<file path="config.mk">
export PLATFORM = sky130hd
export DESIGN_NAME = push_debounce
export DESIGN_NICKNAME = d
export VERILOG_FILES = /design/src/rtl/push_debounce_pkg.sv /design/src/rtl/debounce_channel.sv /design/src/rtl/push_debounce.sv
export SDC_FILE = /design/constraint.sdc
export NUM_CORES = 1
export LEC_CHECK = 0
export ABC_AREA = 1
export CAP_MARGIN = 20
export CORE_MARGIN = 10
export CORE_UTILIZATION = 64
export CTS_BUF_LIST = sky130_fd_sc_hd__clkbuf_2
export CTS_CLUSTER_DIAMETER = 100
export DETAILED_ROUTE_END_ITERATION = 8
export GPL_ROUTABILITY_DRIVEN = 0
export PLACE_DENSITY = 0.87
export SLEW_MARGIN = 40
export SYNTH_ARGS = -nofsm -noshare
export SYNTH_HDL_FRONTEND = slang
export SYNTH_SLANG_ARGS = --single-unit
</file>
<file path="constraint.sdc">
create_clock -name clk -period 2.37 [get_ports clk]
set_clock_uncertainty 0.05 [all_clocks]
set_input_delay 0.5925 -clock clk [delete_from_list [all_inputs] [get_ports clk]]
set_output_delay 0.5925 -clock clk [all_outputs]
set_load 0.01 [all_outputs]
</file>
<file path="src/rtl/push_debounce_pkg.sv">
// push_debounce_pkg: shared state encoding and default timing constants
// for the push-button debounce block.
package push_debounce_pkg;

    typedef enum logic [1:0] {
        IDLE         = 2'd0,
        PRESS_WAIT   = 2'd1,
        HELD         = 2'd2,
        RELEASE_WAIT = 2'd3
    } db_state_t;

    localparam int DEF_STABLE_CYC = 50000;
    localparam int DEF_REPEAT_DLY = 25000000;
    localparam int DEF_REPEAT_PER = 10000000;

endpackage

</file>
<file path="src/rtl/debounce_channel.sv">
// debounce_channel: one button channel -- two-flop synchroniser, stability
// FSM and shared filter/repeat counter. Produces a debounced level plus
// registered one-cycle press (pulse) and release (rel) strobes.
// Optional auto-repeat while held is compiled in with PUSH_DEBOUNCE_REPEAT_EN.
module debounce_channel
    import push_debounce_pkg::*;
#(
    parameter int CNT_W      = 16,
    parameter int STABLE_CYC = DEF_STABLE_CYC,
    parameter int REPEAT_DLY = DEF_REPEAT_DLY,
    parameter int REPEAT_PER = DEF_REPEAT_PER
) (
    input  logic clk,
    input  logic reset,
    input  logic push,
    output logic level,
    output logic pulse,
    output logic rel
);

    localparam logic [CNT_W-1:0] ONE      = CNT_W'(1);
    localparam logic [CNT_W-1:0] STABLE_T = CNT_W'(STABLE_CYC);
`ifdef PUSH_DEBOUNCE_REPEAT_EN
    localparam logic [CNT_W-1:0] DLY_T    = CNT_W'(REPEAT_DLY);
    localparam logic [CNT_W-1:0] RELOAD_T = CNT_W'(REPEAT_DLY - REPEAT_PER);
`endif

    // Parameter legality is checked at elaboration; the counter never wraps.
    if (STABLE_CYC < 1 || STABLE_CYC > (2 ** CNT_W) - 1) begin : g_bad_stable
        $error("debounce_channel: STABLE_CYC out of range for CNT_W");
    end
    if (REPEAT_PER < 1 || REPEAT_PER > REPEAT_DLY) begin : g_bad_repeat
        $error("debounce_channel: REPEAT_PER must be in 1..REPEAT_DLY");
    end
`ifdef PUSH_DEBOUNCE_REPEAT_EN
    if (REPEAT_DLY > (2 ** CNT_W) - 1) begin : g_bad_dly
        $error("debounce_channel: REPEAT_DLY out of range for CNT_W");
    end
`endif

    logic             s1;
    logic             s2;
    db_state_t        state;
    db_state_t        state_nxt;
    logic [CNT_W-1:0] cnt;
    logic [CNT_W-1:0] cnt_nxt;
    logic [CNT_W-1:0] cnt_inc;
    logic             pulse_nxt;
    logic             rel_nxt;

    assign cnt_inc = cnt + ONE;
    assign level   = (state == HELD) || (state == RELEASE_WAIT);

    // Synchroniser, FSM state, counter and strobe registers; reset clears all.
    always_ff @(posedge clk or negedge reset) begin
        if (!reset) begin
            s1    <= 1'b0;
            s2    <= 1'b0;
            state <= IDLE;
            cnt   <= '0;
            pulse <= 1'b0;
            rel   <= 1'b0;
        end else begin
            s1    <= push;
            s2    <= s1;
            state <= state_nxt;
            cnt   <= cnt_nxt;
            pulse <= pulse_nxt;
            rel   <= rel_nxt;
        end
    end

    // Next state and counter: a level change is accepted only after
    // STABLE_CYC consecutive agreeing samples; any disagreement aborts.
    always_comb begin
        state_nxt = state;
        cnt_nxt   = cnt;
        case (state)
            IDLE: begin
                if (s2) begin
                    if (STABLE_T == ONE) begin
                        state_nxt = HELD;
                        cnt_nxt   = '0;
                    end else begin
                        state_nxt = PRESS_WAIT;
                        cnt_nxt   = ONE;
                    end
                end
            end
            PRESS_WAIT: begin
                if (!s2) begin
                    state_nxt = IDLE;
                    cnt_nxt   = '0;
                end else if (cnt_inc == STABLE_T) begin
                    state_nxt = HELD;
                    cnt_nxt   = '0;
                end else begin
                    cnt_nxt = cnt_inc;
                end
            end
            HELD: begin
                if (!s2) begin
                    if (STABLE_T == ONE) begin
                        state_nxt = IDLE;
                        cnt_nxt   = '0;
                    end else begin
                        state_nxt = RELEASE_WAIT;
                        cnt_nxt   = ONE;
                    end
                end else begin
`ifdef PUSH_DEBOUNCE_REPEAT_EN
                    // Hold timer: reload after each repeat so the next one
                    // lands REPEAT_PER cycles later.
                    if (cnt_inc == DLY_T) cnt_nxt = RELOAD_T;
                    else                  cnt_nxt = cnt_inc;
`else
                    cnt_nxt = '0;
`endif
                end
            end
            RELEASE_WAIT: begin
                if (s2) begin
                    // Release glitch: back to held, hold timer restarts at 0.
                    state_nxt = HELD;
                    cnt_nxt   = '0;
                end else if (cnt_inc == STABLE_T) begin
                    state_nxt = IDLE;
                    cnt_nxt   = '0;
                end else begin
                    cnt_nxt = cnt_inc;
                end
            end
            default: begin
                state_nxt = IDLE;
                cnt_nxt   = '0;
            end
        endcase
    end

    // Strobe decode: fire on the edge that accepts a press/release
    // (and, with repeat, on each hold-timer expiry).
    always_comb begin
        pulse_nxt = 1'b0;
        rel_nxt   = 1'b0;
        case (state)
            IDLE:         pulse_nxt = s2 && (STABLE_T == ONE);
            PRESS_WAIT:   pulse_nxt = s2 && (cnt_inc == STABLE_T);
            HELD: begin
                rel_nxt = !s2 && (STABLE_T == ONE);
`ifdef PUSH_DEBOUNCE_REPEAT_EN
                pulse_nxt = s2 && (cnt_inc == DLY_T);
`endif
            end
            RELEASE_WAIT: rel_nxt = !s2 && (cnt_inc == STABLE_T);
            default: begin
                pulse_nxt = 1'b0;
                rel_nxt   = 1'b0;
            end
        endcase
    end

endmodule

</file>
<file path="src/rtl/push_debounce.sv">
// push_debounce: N_BTN independent debounce channels for raw push buttons.
// Each channel yields a debounced level and one-cycle press/release strobes.
// Define PUSH_DEBOUNCE_REPEAT_EN to add auto-repeat press pulses while held.
module push_debounce
    import push_debounce_pkg::*;
#(
    parameter int N_BTN      = 14,
    parameter int CNT_W      = 16,
    parameter int STABLE_CYC = DEF_STABLE_CYC,
    parameter int REPEAT_DLY = DEF_REPEAT_DLY,
    parameter int REPEAT_PER = DEF_REPEAT_PER
) (
    input  logic             clk,
    input  logic             reset,
    input  logic [N_BTN-1:0] push,
    output logic [N_BTN-1:0] level,
    output logic [N_BTN-1:0] pulse,
    output logic [N_BTN-1:0] rel
);

    for (genvar i = 0; i < N_BTN; i++) begin : g_ch
        debounce_channel #(
            .CNT_W      (CNT_W),
            .STABLE_CYC (STABLE_CYC),
            .REPEAT_DLY (REPEAT_DLY),
            .REPEAT_PER (REPEAT_PER)
        ) u_ch (
            .clk   (clk),
            .reset (reset),
            .push  (push[i]),
            .level (level[i]),
            .pulse (pulse[i]),
            .rel   (rel[i])
        );
    end

endmodule

</file>
==> results of run 1 <==
-- state kept, by name (all words and copies together), names as in the netlist, named ones only --
signal	cells
g_ch.u_ch.cnt	224
g_ch.u_ch.state	14
g_ch.u_ch.s2	14
g_ch.u_ch.rel	14
g_ch.u_ch.pulse	14
g_ch.u_ch.s1	14
-- worst register-to-register path: stages (launching register included) --
cell     delay, ns
dfrtp_1       0.41
ha_2          0.23
nand3_1       0.15
nor2_2        0.14
nand2_1       0.12
o21ai_0       0.18
nand2_1       0.12
nand3_1       0.09
nor2_1        0.04
nand2_1       0.16
nand2_4       0.17
o21ai_0       0.23
-- cells in the mapped netlist, drive strengths merged (14+ instances only) --
cell and count:
dfrtp 308, nand4 63, buf 56, nor2 330
nand2 650, ha 14, or2 15, nand3 247
inv 391, a21oi 25, o22ai 134, xor2 65
nor3 43, clkbuf 36, o21ai 139, xnor2 14
-- final cells by class --
class | count | area (um^2)
diodes | 1 | 2.50
clock buffers | 112 | 561
clock inverters | 29 | 181
fillers | 2197 | 8250
inverters | 392 | 1470
multi-input cells | 1780 | 9000
flip-flops and latches | 308 | 7710
well taps | 384 | 480
repair buffers | 106 | 968
-- per-layer routing --
metal  global-route usage, %  vias to the layer above
li1                        -                     8490
met1                    28.1                     8172
met4                    8.84                        0
met3                    4.97                      119
met2                    38.6                      637
met5                       0                        -
-- worst paths after layout --
path / endpoint / depth (start not counted)
min in group asynchronous: g_ch[0].u_ch.cnt[14]$_DFFE_PN0P_ / 2
max in group asynchronous: g_ch[12].u_ch.cnt[10]$_DFFE_PN0P_ / 3
max reg2reg: g_ch[8].u_ch.cnt[1]$_DFFE_PN0P_ / 11
min: g_ch[3].u_ch.s1$_DFF_PN0_ / 1
max: level[11] / 1
min reg2reg: g_ch[0].u_ch.s2$_DFF_PN0_ / 0
-- stage by stage --
step	hold WS (ns)	util [%]
2_1_floorplan	0.247	-
3_3_place_gp	0.281	67.1
3_5_place_dp	0.285	67.1
4_1_cts	0.00898	70.0
5_1_grt	0.0215	71.2
6_report	0.108	71.2
-- cells by family (layout without fill, tap and decap cells) --
group                      Yosys count  in the layout
xor gates and xnor gates            79             79
buffers and inverters              484            639
other                                0              1
AOI/OAI and AO/OA                  316            316
DFF                                308            308
adders and majority gates           14             14
and+or+nand+nor                   1367           1371
-- cells in the final DEF, fill, tap and decap left out, drive strengths merged, types with 14 or more instances in the layout --
cell / count
clkdlybuf4s50: 14
xnor2: 14
nor3: 43
clkinv: 26
dlygate4sd2: 39
ha: 14
clkbuf: 112
a21oi: 25
inv: 391
nand3: 247
or2: 15
buf: 42
o22ai: 134
dfrtp: 308
o21ai: 139
nor2: 330
xor2: 65
nand4: 63
nand2: 654
-- power groups by stage --
stage | Sequential, mW | Combinational [mW] | Clock [mW]
after floorplan | 5.67 | 0.849 | 0
after global placement | 5.72 | 1.11 | 0
after detailed placement | 5.74 | 1.14 | 0
after CTS | 5.62 | 1.19 | 3.86
after global routing | 5.65 | 1.45 | 4.13
final | 5.62 | 1.30 | 3.73
-- repair_timing --
item | 4_1_cts | 5_1_grt
gates cloned | 0 | 4
pin swaps | 0 | 7
hold buffers | 8 | 0
hold endpoints to repair | 315 | 0
setup buffers | 8 | 15
gates resized for setup | 47 | 54
setup endpoints to repair | 43 | 188
==> results by group, run 1 <==
Run status
  • Status: complete, no violations

Synth
  • Post-Synth XOR/XNOR Area: 3.81%
  • Post-synthesis average cell area: 7.23 um^2
  • Yosys top cell area share: 41.5%
  • Syn nets: 2,598
  • Sequential area share after synthesis: 41.5%
  • Simple-gate portion of the synthesized area: 32.4%
  • FF+latch count, synth: 308
  • Top_reg_cell synth: dfrtp_1
  • Mapped Cells: 2,568
  • Largest family of logic cells by synthesized area: simple AND/OR/NAND/NOR gates
  • Cell taking the most area after synthesis: dfrtp_1
  • Distinct cells, synth: 42
  • Post-synthesis compound-gate area fraction: 10.2%
  • YS warnings: 0
  • Post-synthesis mux area share: 0%
  • Adder-Cell Fraction of Synth Area: 0.944%
  • Top post-synthesis cells by area: dfrtp_1 42%, nand2_1 13%, inv_1 7.9%
  • Async set or reset register ratio after synthesis: 100%
  • Post-synth EDFFs: 0
  • Synth Cell Area: 18,600 um^2

Placed design
  • Area after DPL: 19,200 um^2
  • PortBufs: 57
  • Dpl hpwl: 29,500 um
  • Post-Place Cells: 2,935
  • Dpl ws: 0.0618 ns

Final layout
  • Layout cells sized above 1: 11.1%
  • Non-Filler Instances: 3,112
  • Design area: 20,400 um^2
  • Synth-to-Final Area Change: 9.77%
  • Final #Nets: 2,699

Global route
  • Initial antenna violation count: 1
  • Number of global-route vias before repair: 16,700
  • Largest net degree at the start of global routing: 73
  • Grt ovf: 0
  • GRT Overall Usage: 22.9%
  • First-pass GRT wire length: 72,600 um

Critical path
  • CP Buf/Inv Count: 1
  • Worst-path maximum fanout: 2
  • CP arrival: 1.62 ns
  • Crit Path Class: flop to primary output
  • R2R setup slack: 0.15 ns
  • Reg2reg start: g_ch[8].u_ch.cnt[0]$_DFFE_PN0P_
  • Worst-path cell chain: dlygate4sd2_1
  • Critical Path Sink Type: primary output
  • Critical path required time: 1.73 ns
  • CP peak stage delay: 0.42 ns
  • CP Launch Type: flop
  • CP max-delay cell: dfrtp_2
  • Cell family with most CP delay: flip-flops

Floorplanning
  • Total core area: 28,600 um^2
  • Die span in x: 190 um
  • Die extent in y: 190 um
  • Top Ports: 58
  • Starting Density: 64.8%
  • Total die area: 36,200 um^2
  • Row Count: 62

Power and ir drop
  • Clock power share: 35.0%
  • Int Power: 7.37 mW
  • Sw Pwr: 3.29 mW
  • Sequential share of power: 52.8%
  • Combinational power share: 12.2%
  • Switching portion of total power: 30.9%
  • Total power: 10.7 mW
  • LEAKAGE: 9.24 nW
  • Max VDD drop: 0.573 mV
  • Cell Pwr Density: 523 nW/um^2

STA
  • Final setup TNS: 0 ns
  • Tightest Pin Transition: 0.723 ns
  • PnR worst setup slack: 0.108 ns
  • Min Tclk post-route: 2.26 ns
  • Final period util: 95.5%
  • Final setup violation count: 0
  • Max-Slew Margin vs Limit: 51.4%
  • Final Max Tran Viols: 0
  • Fmax: 0.442 GHz
  • Fin. Hold Viols: 0

Worst hold path
  • Worst Hold Launch: push[3]
  • Min-Delay Path Class: input port to flop

CTS
  • CTS tree: done
  • Deepest clock path buffer count: 3
  • Clk sinks: 308
  • Clock Latency Late Sink: 0.92 ns
  • Worst-path clk slew: 0.10 ns
  • H-tree depth: 3
  • Cts bufs inserted: 81
  • Root Buffer: clkbuf_2

Routing
  • Met3 WL post-DR: 2780 um
  • DR WL/cell: 13.7 um
  • DR iter-0 viols: 1,389
  • Metal-1 WL: 17,900 um
  • Max layer used: met4
  • First-pass iteration count of the detailed router: 8
  • Detail Route Antenna Nets: 0
  • DR WL met2: 20,900 um
  • Vias: 17,400
  • Drt drc: 0
  • Total Routed Length: 42,600 um
  • Vias per inst: 5.60

Run
  • Max cap viols: 0
No activity file was read; power rests on OpenSTA's default activity.
==> run 2, diff against run 1 <==
- CORE_UTILIZATION: 64 -> 52
- PLACE_DENSITY: 0.87 -> 0.73
==> results by group, run 2 (synthesis gave the netlist of run 1 again) <==
Run status
  • Status: complete, no violations (unchanged)

Power and ir drop
  • LEAKAGE: 9.30 nW (was 9.24 nW)
  • Cell Pwr Density: 513 nW/um^2 (was 523 nW/um^2)
  • Max VDD drop: 0.464 mV (was 0.573 mV)
  • Total power: 10.6 mW (was 10.7 mW)

Critical path
  • Reg2reg end: g_ch[6].u_ch.cnt[6]$_DFFE_PN0P_ (was g_ch[8].u_ch.cnt[1]$_DFFE_PN0P_)
  • Critical path required time: 3.11 ns (was 1.73 ns)
  • Worst-path maximum fanout: 6 (was 2)
  • CP arrival: 2.98 ns (was 1.62 ns)
  • R2R setup slack: 0.13 ns (was 0.15 ns)
  • CP Launch Type: flop (unchanged)
  • Reg2reg start: g_ch[6].u_ch.cnt[0]$_DFFE_PN0P_ (was g_ch[8].u_ch.cnt[0]$_DFFE_PN0P_)
  • Critical Path Sink Type: flop (was primary output)
  • Reg2Reg Depth: 10 (was 11)
  • Crit Path Class: flop to flop (was flop to primary output)

STA
  • RSZ-0062 raised after global routing: true
  • Fmax: 0.446 GHz (was 0.442 GHz)
  • Final period util: 94.5% (was 95.5%)
  • Fin. Hold Viols: 0 (unchanged)
  • Final setup violation count: 0 (unchanged)
  • Max-Slew Margin vs Limit: 38.6% (was 51.4%)
  • Final Max Tran Viols: 0 (unchanged)
  • Min Tclk post-route: 2.24 ns (was 2.26 ns)
  • Tightest Pin Transition: 0.914 ns (was 0.723 ns)
  • PnR worst setup slack: 0.130 ns (was 0.108 ns)

Placed design
  • Post-Place Cells: 3,025 (was 2,935)
  • Area after DPL: 19,400 um^2 (was 19,200 um^2)
  • Dpl ws: 0.0908 ns (was 0.0618 ns)
  • PortBufs: 57 (unchanged)
  • Dpl hpwl: 29,700 um (was 29,500 um)

CTS
  • Deepest clock path buffer count: 3 (unchanged)
  • Worst-path clk slew: 0.11 ns (was 0.10 ns)
  • Clk sinks: 308 (unchanged)
  • Cts bufs inserted: 85 (was 81)
  • CTS tree: done (unchanged)
  • H-tree depth: 3 (unchanged)
  • Root Buffer: clkbuf_2 (unchanged)
  • Clock Latency Late Sink: 0.95 ns (was 0.92 ns)

Final layout
  • Non-Filler Instances: 3,220 (was 3,112)
  • Fill cell count: 3,277 (was 2,197)
  • Max FFs per register: 224 (unchanged)
  • Final #Nets: 2,727 (was 2,699)
  • Register bank with the most flops: g_ch.u_ch.cnt (unchanged)
  • Design area: 20,700 um^2 (was 20,400 um^2)
  • Layout cells sized above 1: 11.8% (was 11.1%)
  • Synth-to-Final Area Change: 11.5% (was 9.77%)
  • Multi-input logic area: 9030 um^2 (was 9000 um^2)
  • Commonest non-fill, non-tap cell in the layout: nand2_1 (unchanged)
  • Most frequent cells in the layout: 625 x nand2_1, 390 x inv_1, 304 x dfrtp_1 (was 623 x nand2_1, 389 x inv_1, 304 x dfrtp_1)
  • Sequential cell area: 7710 um^2 (unchanged)
  • Util after Layout: 58.5% (was 71.2%)

Global route
  • Initial antenna violation count: 1 (unchanged)
  • Number of global-route vias before repair: 16,700 (about the same)
  • GRT Overall Usage: 19.4% (was 22.9%)
  • First-pass GRT wire length: 74,900 um (was 72,600 um)
  • Grt ovf: 0 (unchanged)
  • Largest net degree at the start of global routing: 59 (was 73)

Floorplanning
  • Top Ports: 58 (unchanged)
  • Row Count: 69 (was 62)
  • Starting Density: 52.4% (was 64.8%)
  • Die span in x: 209 um (was 190 um)
  • Die extent in y: 209 um (was 190 um)
  • Total core area: 35,400 um^2 (was 28,600 um^2)
  • Total die area: 43,700 um^2 (was 36,200 um^2)

Routing
  • First-pass iteration count of the detailed router: 5 (was 8)
  • Drt drc: 0 (unchanged)
  • DR WL/cell: 13.3 um (was 13.7 um)
  • Total Routed Length: 42,700 um (was 42,600 um)
  • Detail Route Antenna Nets: 0 (unchanged)
  • DR iter-0 viols: 1,173 (was 1,389)
  • Vias per inst: 5.30 (was 5.60)
  • Vias: 17,100 (was 17,400)

Worst hold path
  • Min-Delay Path Class: input port to asynchronous set/reset pin (was input port to flop)

Run
  • Max cap viols: 0 (unchanged)
## run 2: cell types whose count changed in the layout (fill, tap and decap cells not counted), sizes merged, moves of 2 or more
cell           delta
dlygate4sd2      -19
clkdlybuf4s15    +18
buf              +14
clkbuf            +8
dlygate4sd3       +7
inv               +3
nand2             +3
clkinvlp          -2
## run 2: timing repair
item / CTS / global route
hold buffers: 16 / 0
gates cloned: 0 / 7
pin swaps: 0 / 6
endpoints found under the setup margin: 42 / 174
buffers inserted: 16 / 7
hold endpoints to repair: 309 / 0
resized for setup: 72 / 52
## run 2: worst max-delay path, cell delays in order (launching register included)
cell and delay [ns]:
dfrtp_1 0.41, ha_1 0.21, nand2_2 0.09, nor2_1 0.15
nand2_1 0.13, o21ai_0 0.22, nand2_1 0.11, nor3_1 0.25
nand3_2 0.21, nand2_2 0.19, o22ai_1 0.09
## run 2: area by class of cell
type                       count  share of cell area [%]
clock buffer                 119                    2.88
timing repair buffer         127                    5.69
multi-input combinational   1783                    43.6
tap                          461                    2.79
inverter                     392                    7.11
antenna                        2                  0.0242
clock inverter                28                   0.647
sequential                   308                    37.3
## run 2: per-stage QoR
stage / hold slack (ns) / TNS (ns)
after global placement: 0.281 / 0
after detailed placement: 0.285 / 0
after global routing: 0.159 / -0.513
after CTS: 0.112 / 0
final: 0.224 / 0
after floorplan: 0.247 / 0
## run 2: power breakdown
group | total, mW | switching [mW] | internal, mW
logic | 1.29 | 0.857 | 0.434
registers | 5.61 | 0.187 | 5.43
clock network | 3.72 | 2.26 | 1.45
## run 2: worst max path at each step
stage,start,to,slack (ns)
floorplan,g_ch[6].u_ch.cnt[0]$_DFFE_PN0P_,g_ch[6].u_ch.cnt[7]$_DFFE_PN0P_,0.47
global placement,g_ch[8].u_ch.cnt[0]$_DFFE_PN0P_,g_ch[8].u_ch.cnt[5]$_DFFE_PN0P_,0.14
detailed placement,g_ch[8].u_ch.cnt[0]$_DFFE_PN0P_,g_ch[8].u_ch.cnt[3]$_DFFE_PN0P_,0.09
CTS,g_ch[10].u_ch.pulse$_DFF_PN0_,pulse[10],0.0002
global route,g_ch[6].u_ch.cnt[0]$_DFFE_PN0P_,g_ch[6].u_ch.cnt[12]$_DFFE_PN0P_,-0.04
finish,g_ch[6].u_ch.cnt[0]$_DFFE_PN0P_,g_ch[6].u_ch.cnt[6]$_DFFE_PN0P_,0.13
## run 2: layer usage
| layer | GRT usage (%) | wire length [um] |
|---|---|---|
| met1 | 24.2 | 19300 |
| met2 | 32.1 | 20100 |
| met3 | 4.52 | 2490 |
| met4 | 7.02 | 939 |
| met5 | 0 | 0 |
